==> config.mk <==
export PLATFORM = sky130hd
export DESIGN_NAME = fpu_out_arb
export DESIGN_NICKNAME = d
export VERILOG_FILES = /design/src/rtl/fpu_out_pkg.sv /design/src/rtl/fpu_out_age_ctr.sv /design/src/rtl/fpu_out_arb.sv
export SDC_FILE = /design/constraint.sdc
export NUM_CORES = 1
export LEC_CHECK = 0
export ABC_AREA = 1
export CORE_MARGIN = 8
export CORE_UTILIZATION = 40
export CTS_CLUSTER_SIZE = 25
export DETAILED_ROUTE_END_ITERATION = 12
export PLACE_DENSITY = 0.78
export SLEW_MARGIN = 40
export SYNTH_ARGS = -nofsm -noshare
export SYNTH_HDL_FRONTEND = slang
export SYNTH_SLANG_ARGS = --single-unit
export TNS_END_PERCENT = 1
==> constraint.sdc <==
create_clock -name rclk -period 2.1 [get_ports rclk]
set_input_delay 0.42 -clock rclk [delete_from_list [all_inputs] [get_ports rclk]]
set_output_delay 0.42 -clock rclk [all_outputs]
set_load 0.005 [all_outputs]
==> src/rtl/fpu_out_pkg.sv <==
// -----------------------------------------------------------------------------
// fpu_out_pkg
// Shared constants for the FPU result-output arbiter.
//   - Pipe indices, used as bit positions of the one-hot grant vector.
//   - Credit counter width. It matches the 3-bit credit_cnt port, which
//     holds CREDITS values up to 7.
//   - ctr_width(), which sizes a counter to hold 0..max_val.
// -----------------------------------------------------------------------------
package fpu_out_pkg;

   localparam int NUM_PIPES = 3;
   localparam int PIPE_ADD  = 0;
   localparam int PIPE_MUL  = 1;
   localparam int PIPE_DIV  = 2;

   localparam int CREDIT_W  = 3;

   // Returns the number of bits needed to hold every value from 0 to max_val.
   function automatic int ctr_width(input int max_val);
      return (max_val < 1) ? 1 : $clog2(max_val + 1);
   endfunction

endpackage : fpu_out_pkg

==> src/rtl/fpu_out_age_ctr.sv <==
// -----------------------------------------------------------------------------
// fpu_out_age_ctr
// Saturating age counter for one result pipe. It counts consecutive cycles
// in which the pipe requests but loses arbitration. It saturates at
// STARVE_MAX and clears when the pipe is granted or stops requesting.
// Ports:
//   rclk      clock
//   arst      asynchronous active-high reset; clears the age
//   req_i     pipe has a result pending
//   grant_i   pipe won arbitration this cycle
//   starved_o age has reached STARVE_MAX; the pipe goes to top priority
// -----------------------------------------------------------------------------
module fpu_out_age_ctr
#(
   parameter int STARVE_MAX = 4,
   parameter int AGE_W      = 3
)
(
   input  logic rclk,
   input  logic arst,
   input  logic req_i,
   input  logic grant_i,
   output logic starved_o
);

   localparam logic [AGE_W-1:0] AGE_MAX = AGE_W'(STARVE_MAX);

   logic [AGE_W-1:0] age_q;
   logic [AGE_W-1:0] age_d;

   // NOTE: every signal driven from always_comb is assigned a default first,
   // so no path through the block leaves it unassigned and no latch is inferred.
   always_comb begin
      age_d = age_q;
      if (!req_i || grant_i) begin
         age_d = '0;
      end else if (age_q != AGE_MAX) begin
         age_d = age_q + 1'b1;
      end
   end

   // NOTE: state registers use non-blocking assignments. All flops then
   // sample their inputs before any flop updates, whatever order the
   // simulator evaluates the blocks in.
   always_ff @(posedge rclk or posedge arst) begin
      if (arst) begin
         age_q <= '0;
      end else begin
         age_q <= age_d;
      end
   end

   assign starved_o = (age_q == AGE_MAX);

endmodule : fpu_out_age_ctr

==> src/rtl/fpu_out_arb.sv <==
// -----------------------------------------------------------------------------
// fpu_out_arb
// Result-output arbiter in front of the FPU output datapath. Each cycle it
// grants at most one of the div/mul/add pipes, provided a CPX credit is
// available. Losing pipes are stalled.
// Priority:
//   - A requesting pipe whose age has reached STARVE_MAX wins first.
//     Among starved pipes, add > mul > div.
//   - Otherwise the fixed order is div > mul > add.
// Ports:
//   rclk, arst               clock, asynchronous active-high reset
//   {div,mul,add}_req        pipe has a result ready
//   {div,mul,add}_thread     thread ID of that result
//   cpx_fp_credit_ret        one-cycle pulse; CPX freed one packet slot
//   dest_rdy                 one-hot grant: [2] div, [1] mul, [0] add
//   req_thread               thread of the granted pipe, 0 when no grant
//   {div,mul,add}_out_stall  pipe must hold its result
//   fp_cpx_req_cq            registered |dest_rdy, aligned with the packet flop
//   credit_cnt               available credits
//   credit_err               sticky: credit returned with counter already full
// -----------------------------------------------------------------------------
module fpu_out_arb
   import fpu_out_pkg::*;
#(
   parameter int CREDITS    = 2,
   parameter int STARVE_MAX = 4
)
(
   input  logic                rclk,
   input  logic                arst,
   input  logic                div_req,
   input  logic [1:0]          div_thread,
   input  logic                mul_req,
   input  logic [1:0]          mul_thread,
   input  logic                add_req,
   input  logic [1:0]          add_thread,
   input  logic                cpx_fp_credit_ret,
   output logic [2:0]          dest_rdy,
   output logic [1:0]          req_thread,
   output logic                div_out_stall,
   output logic                mul_out_stall,
   output logic                add_out_stall,
   output logic                fp_cpx_req_cq,
   output logic [CREDIT_W-1:0] credit_cnt,
   output logic                credit_err
);

   localparam int                AGE_W    = ctr_width(STARVE_MAX);
   localparam logic [CREDIT_W-1:0] CRED_MAX = CREDIT_W'(CREDITS);

   logic [NUM_PIPES-1:0] req;
   logic [NUM_PIPES-1:0] starved;
   logic [NUM_PIPES-1:0] starve_req;
   logic [NUM_PIPES-1:0] grant;
   logic                 can_send;
   logic                 granted;

   logic [CREDIT_W-1:0]  cnt_q, cnt_d;
   logic                 err_q, err_d;
   logic                 cq_q,  cq_d;

   assign req = {div_req, mul_req, add_req};

   for (genvar p = 0; p < NUM_PIPES; p++) begin : g_age
      fpu_out_age_ctr #(
         .STARVE_MAX (STARVE_MAX),
         .AGE_W      (AGE_W)
      ) u_age (
         .rclk      (rclk),
         .arst      (arst),
         .req_i     (req[p]),
         .grant_i   (grant[p]),
         .starved_o (starved[p])
      );
   end

   // The registered credit count is used as-is; a credit returned this cycle
   // only counts from the next cycle. Gating with arst keeps the grant at
   // zero while reset is held. Without it, the counter resetting to CREDITS
   // would raise a grant during reset.
   assign can_send   = (cnt_q != '0) && !arst;
   assign starve_req = req & starved;

   always_comb begin
      grant = '0;
      if (can_send) begin
         if      (starve_req[PIPE_ADD]) grant[PIPE_ADD] = 1'b1;
         else if (starve_req[PIPE_MUL]) grant[PIPE_MUL] = 1'b1;
         else if (starve_req[PIPE_DIV]) grant[PIPE_DIV] = 1'b1;
         else if (req[PIPE_DIV])        grant[PIPE_DIV] = 1'b1;
         else if (req[PIPE_MUL])        grant[PIPE_MUL] = 1'b1;
         else if (req[PIPE_ADD])        grant[PIPE_ADD] = 1'b1;
      end
   end

   assign granted  = |grant;
   assign dest_rdy = grant;

   always_comb begin
      req_thread = 2'b00;
      if      (grant[PIPE_DIV]) req_thread = div_thread;
      else if (grant[PIPE_MUL]) req_thread = mul_thread;
      else if (grant[PIPE_ADD]) req_thread = add_thread;
   end

   assign div_out_stall = div_req & ~grant[PIPE_DIV];
   assign mul_out_stall = mul_req & ~grant[PIPE_MUL];
   assign add_out_stall = add_req & ~grant[PIPE_ADD];

   // A grant and a return in the same cycle cancel each other. A return with
   // no grant while the counter is full would overflow it. In that case the
   // counter holds and the error is flagged instead.
   always_comb begin
      cnt_d = cnt_q;
      err_d = err_q;
      cq_d  = granted;
      if (granted && !cpx_fp_credit_ret) begin
         cnt_d = cnt_q - 1'b1;
      end else if (!granted && cpx_fp_credit_ret) begin
         if (cnt_q == CRED_MAX) begin
            err_d = 1'b1;
         end else begin
            cnt_d = cnt_q + 1'b1;
         end
      end
   end

   always_ff @(posedge rclk or posedge arst) begin
      if (arst) begin
         cnt_q <= CRED_MAX;
         err_q <= 1'b0;
         cq_q  <= 1'b0;
      end else begin
         cnt_q <= cnt_d;
         err_q <= err_d;
         cq_q  <= cq_d;
      end
   end

   assign credit_cnt    = cnt_q;
   assign credit_err    = err_q;
   assign fp_cpx_req_cq = cq_q;

endmodule : fpu_out_arb

**Yosys cells after proc, flatten, opt, wreduce, memory -nomap -nowiden**

Index checks and enable logic that the tools add are counted.

- Add/sub/neg operators: 5
- Equality and inequality tests: 8
- Mux-type cells: 25
- Bitwise operators: 8
- Reductions and logical operators: 20

Operator list:

| kind | number |
|---|---|
| two-way mux 3 bit | 10 |
| adder 3 x 1 -> 3 bit, second input constant | 4 |
| two-way mux 2 bit | 6 |
| == test 3 bit, second input constant | 3 |
| two-way mux 1 bit | 9 |
| != test 3 bit, second input constant | 3 |
| nonzero test 2 bit | 4 |
| logical NOT 1 bit | 6 |
| NOT 1 bit | 4 |
| bitwise AND 1 bit | 3 |
| bitwise AND 3 bit | 1 |
| == test 3 x 2 -> 1 bit, second input constant | 1 |
| logical AND 1 bit | 3 |
| logical OR 1 bit | 3 |
| AND reduction 3 bit | 1 |
| nonzero test 3 bit | 1 |
| OR reduction 3 bit | 1 |
| subtractor 3 x 1 -> 3 bit, second input constant | 1 |
| != test 2 bit, second input constant | 1 |
| AND reduction 2 bit | 1 |

- Register bits after elaboration: 14
- Bits of input ports: 12
- Output and inout port bits: 13

**Logic depth before layout (Yosys ltp)**

Gate-level depths: netlist of the first run.

- Word-level depth: 12
- Depth in mapped cells: 16
- Gate-level depth less buffers: 16

**Modules after synthesis**

A second synthesis of the first run with hierarchy kept.

- Cells, all modules: 115
- Area total of the unflattened synthesis: 829.5 sq um

By module, submodules not included:

| module | instances | cells an instance | area each (sq um) | sequential area each (sq um) |
|---|---|---|---|---|
| fpu_out_arb | 1 | 59 | 421.7 | 126.4 |
| fpu_out_age_ctr | 2 | 28 | 203.9 | 75.1 |

**Least setup slack after synthesis of the first run**

OpenSTA, ideal clock, no wires.

- Path type: flip-flop to flip-flop
- Start point: register g_age[0].u_age.age_q[0]
- End point: register cnt_q[2], in the netlist credit_cnt[2]
- Library setup time: 0.117 ns
- Data arrival time: 2.099 ns
- Setup slack: -0.115 ns
- Stages on the path, launching flop included: 15
- Path buffers: 0
- Cells stage by stage: dfrtp_1 > inv_1 > ha_1 > nand3_1 > inv_1 > nor2_1 > nand2_4 > nand3_2 > ha_1 > inv_1 > fa_1 > xnor2_1 > nand2_1 > nand2_1 > nand2_1

- Longest elaborated chain between the ends: 9
- Elaborated cells on any way between the ends: 13

Ends and longest elaborated chain:

| element | RTL line | RTL |
|---|---|---|
| start: declaration | fpu_out_age_ctr.sv:28 | `logic [AGE_W-1:0] age_q;` |
| start signal: assignment | fpu_out_age_ctr.sv:49 | `age_q <= age_d;` |
| == test 3 bit (*) | fpu_out_age_ctr.sv:53 | `assign starved_o = (age_q == AGE_MAX);` |
| bitwise AND 3 bit (*) | fpu_out_arb.sv:82 | `assign starve_req = req & starved;` |
| two-way mux 1 bit or two-way mux 2 bit (tied branches) | fpu_out_arb.sv:87 | `if (starve_req[PIPE_ADD]) grant[PIPE_ADD] = 1'b1;` |
| two-way mux 3 bit (*) | fpu_out_arb.sv:86 | `if (can_send) begin` |
| OR reduction 3 bit (*) | fpu_out_arb.sv:96 | `assign granted = \|grant;` |
| via cq_d | fpu_out_arb.sv:60 | `logic cq_q, cq_d;` |
| logical NOT 1 bit | fpu_out_arb.sv:119 | `end else if (!granted && cpx_fp_credit_ret) begin` |
| logical AND 1 bit | fpu_out_arb.sv:119 |  |
| nonzero test 2 bit (no source line) | - |  |
| AND reduction 2 bit (no source line) | - |  |
| end signal: assignment | fpu_out_arb.sv:134 | `cnt_q <= cnt_d;` |
| end: declaration | fpu_out_arb.sv:58 | `logic [CREDIT_W-1:0] cnt_q, cnt_d;` |

The timed path passes the listed nets; every way through them passes the cells marked *.
A chain may end at the register's enable or synchronous reset.

**Final worst setup path of the first run**

- Start point: register cnt_q[1], in the netlist credit_cnt[1]
- End point: output dest_rdy[0]

- Longest elaborated chain between the ends: 3

Ends and longest elaborated chain:

| element | RTL line | RTL |
|---|---|---|
| nonzero test 3 bit | fpu_out_arb.sv:81 | `assign can_send = (cnt_q != '0) && !arst;` |
| logical AND 1 bit | fpu_out_arb.sv:81 |  |
| two-way mux 3 bit | fpu_out_arb.sv:86 |  |
| end: declaration | fpu_out_arb.sv:38 | `output logic [2:0] dest_rdy,` |

No other way between the ends.

==> run_results.csv, run 1 <==
group,metric,value,unit
run_status,status,"finished with violations",
run_status,violations,"setup timing",
place,place_hpwl,1680,um
clock_tree,clk_transition_reported_paths,0.06,ns
clock_tree,cts_tree,"yes",
drt,post_drt_via_cell_ratio,4.54,
worst_setup_path,crit_slowest_cell,"dfstp_2",
clock_tree,h-tree-depth,1,
worst_setup_path,r2r_slack,-0.03,ns
logic_synthesis,syn_area,803,sq um
worst_setup_path,path_max_fanout,10,
global_route,grt_pass1_vias,789,
global_route,gr-usage-met2,0.228,
global_route,grt_max_degree,12,
logic_synthesis,synthCells,99,
logic_synthesis,ys_seq_elements,11,
global_route,grt_antenna_before_repair,0,
final_layout,num-fill-cells,172,
logic_synthesis,yosys_warnings,0,
logic_synthesis,synth-edff-count,0,
global_route,grt-busiest-layer,"met2",
sta,worst-slew-pin-transition,0.434,ns
logic_synthesis,yosys_most_used_dff,"dfrtp_1",
min_path,hp-class,"primary input to asynchronous set/reset pin",
clock_tree,clk_path_buf_depth,2,
drt,dr_total_vias,767,
clock_tree,cts_setup_buffers,0,
clock_tree,clock_tree.root_cell,"clkbuf_4",
sta,final.min_clock_period,2.19,ns
global_route,met1_usage,0.123,
sta,slew_viol_final,0,
worst_setup_path,worstSetupPathType,"flop to output port",
final_layout,finalNonFillerCells,169,
place,io_buffers,24,
global_route,grt_pass1_wl,3410,um
clock_tree,numCtsBuffers,3,
logic_synthesis,ys_seq_area_frac,0.344,
worst_setup_path,crit_path_end_kind,"output port",
clock_tree,clock-sinks,11,
final_layout,seqCellArea,277,sq um
place,gp_congestion,0.754,
floorplan,core-area,1920,sq um
drt,firstDrtPassIters,4,
logic_synthesis,netlist.area_leader.share,0.312,
worst_setup_path,crit_start,"credit_cnt[1]",
floorplan,initial_utilization,0.418,
place,placed_cells,165,
final_layout,multi_input_area,528,sq um
clock_tree,hold_buffers,0,
final_layout,nets,162,
clock_tree,clock_latency,0.27,ns
worst_setup_path,max_stage_delay,0.54,ns
logic_synthesis,synthTopCellsByArea,"dfrtp_1 (31%), ha_1 (9.3%), nand2_1 (8.9%)",
global_route,grt-ovfl-total,0,
pwr,cellLeakagePower,0.707,nW
final_layout,area_growth_syn_to_layout,64.2,%
logic_synthesis,synth-async-reset-ratio,1.00,
run,maxCapViolations,0,
drt,first_iter_violations,18,
sta,finClkSkew,0.000600,ns
sta,fmax,456,MHz
worst_setup_path,cp_data_arrival_time,1.77,ns
drt,drc_errors,0,
logic_synthesis,syn-num-nets,118,
floorplan,die_h,60.8,um
worst_setup_path,path_cells,"inv_2, a21oi_4, buf_12, nand2_4, inv_1, clkdlybuf4s50_1",
logic_synthesis,yosysTopAreaCell,"dfrtp_1",
worst_setup_path,rr_startpoint,"g_age[1].u_age.age_q[0]",
sta,fin_tns_setup,-0.119,ns
sta,grt_setup_unrepaired,"true",
sta,fin_crit_sh,1.04,
pwr,vdd_drop_max,0.819,mV
pwr,cellPowerDensity,898,nW/um^2
worst_setup_path,required,1.68,ns
floorplan,row_count,16,
worst_setup_path,cp-start-kind,"flop",
logic_synthesis,syn-mean-instance-area,8.11,sq um
sta,hold_viol_final,0,
sta,fin_ws,-0.0909,ns
final_layout,antenna_cells,0,
sta,setup_viol,2,
global_route,track_usage,0.123,
drt,antenna_left,0,
logic_synthesis,synth.distinct_cells,23,
floorplan,die_w,60.8,um
floorplan,ios,25,
sta,slew_headroom,0.711,
floorplan,die_area,3700,sq um
global_route,grtUsageMet3,0.0403,
final_layout,drive_gt1_frac,0.373,
drt,wl_per_cell,12.1,um
worst_setup_path,timing.rr.end,"credit_cnt[2]",
drt,wl,2050,um
worst_setup_path,worstRegToRegCells,15,
[layout by cell type, fill, tap and decap left out, drive strengths merged]
cell	Yosys	layout
xor2	2	2
o21ai	2	2
dlygate4sd2	0	6
a31o	1	1
fa	1	1
nand3b	3	3
buf	3	18
clkdlybuf4s50	0	13
nor2	8	8
dfstp	1	1
clkdlybuf4s15	0	1
ha	6	6
clkbuf	0	5
dfrtp	10	10
nand4	2	2
inv	19	19
dlymetal6s2s	0	3
nand2	25	25
a21oi	2	2
nand3	12	12
xnor2	2	2
[worst max path at each step]
stage,endpoint,depth (start not counted)
global placement,credit_cnt[2],13
detailed placement,credit_cnt[2],13
finish,dest_rdy[0],6
CTS,dest_rdy[2],8
floorplan,credit_cnt[2],11
global route,dest_rdy[0],7
[cells by family after synthesis]
logic type,synth area share
xor+xnor,0.0436
flops,0.344
fa+ha+maj,0.118
simple gates,0.327
compound gates,0.0498
buf+inv,0.117
[metrics by stage]
stage                     setup WS, ns  area, sq um  total power [mW]   util  hold slack (ns)
after floorplan                -0.0112          843             0.697      -            0.272
after global placement          -0.321         1240             0.988  0.646            0.456
after detailed placement        -0.386         1240              1.01  0.646            0.475
after CTS                       -0.181         1290              1.18  0.669            0.489
after global routing            -0.161         1320              1.29  0.686            0.228
final                          -0.0909         1320              1.18  0.686            0.219
[synth_stat cells (2+ instances only)]
cell      count
nand2_1      19
xnor2_1       2
nand3b_1      2
nor2_2        2
nand4_1       2
inv_2         2
nand2_4       3
dfrtp_1      10
nand2_2       3
buf_4         3
nor2_1        6
xor2_1        2
inv_1        17
ha_1          6
nand3_1      11
o21ai_0       2
[flip-flops by register name, summed over array words and instances (netlist names)]
name and flops:
credit_err 1, credit_cnt 3, g_age.u_age.age_q 6, fp_cpx_req_cq 1
[metal layers]
layer / share of wire / vias up
met1: 0.38 / 359
met4: 0.014 / 0
met2: 0.57 / 8
li1: - / 396
met5: 0 / -
met3: 0.032 / 4
[cell type report]
cell class                 count  area share
clock buffer                   4      0.0199
inverter                      19      0.0541
multi-input combinational     66       0.400
sequential                    11       0.210
tap                           27      0.0256
timing repair buffer          42       0.290
[report_power, final]
group / switching, mW / internal [mW] / total (mW)
logic: 0.322 / 0.373 / 0.694
clock network: 0.0666 / 0.0736 / 0.140
registers: 0.0580 / 0.291 / 0.349
total: 0.446 / 0.737 / 1.18
[critical path: cells and delay by family, from the launching register on]
kind | cells | cell delay (ns)
flops | 1 | 0.54
compound gates | 1 | 0.14
buf+inv | 4 | 0.75
simple gates | 1 | 0.07
[what timing repair did]
item                                    in CTS  in global routing
pin swaps                                    2                  3
gates resized for setup                     17                 11
endpoints found under the setup margin       9                 10
No activity file was read; power rests on OpenSTA's default activity.
==> run 2: changes to the inputs <==
--- a/config.mk
+++ b/config.mk
@@ -8,7 +8,6 @@
 export ABC_AREA = 1
 export CORE_MARGIN = 8
 export CORE_UTILIZATION = 40
-export CTS_CLUSTER_SIZE = 25
 export DETAILED_ROUTE_END_ITERATION = 12
 export PLACE_DENSITY = 0.78
 export SLEW_MARGIN = 40
==> results of run 2 <==
The final DEF is identical to that of run 1; final timing and power are the same.
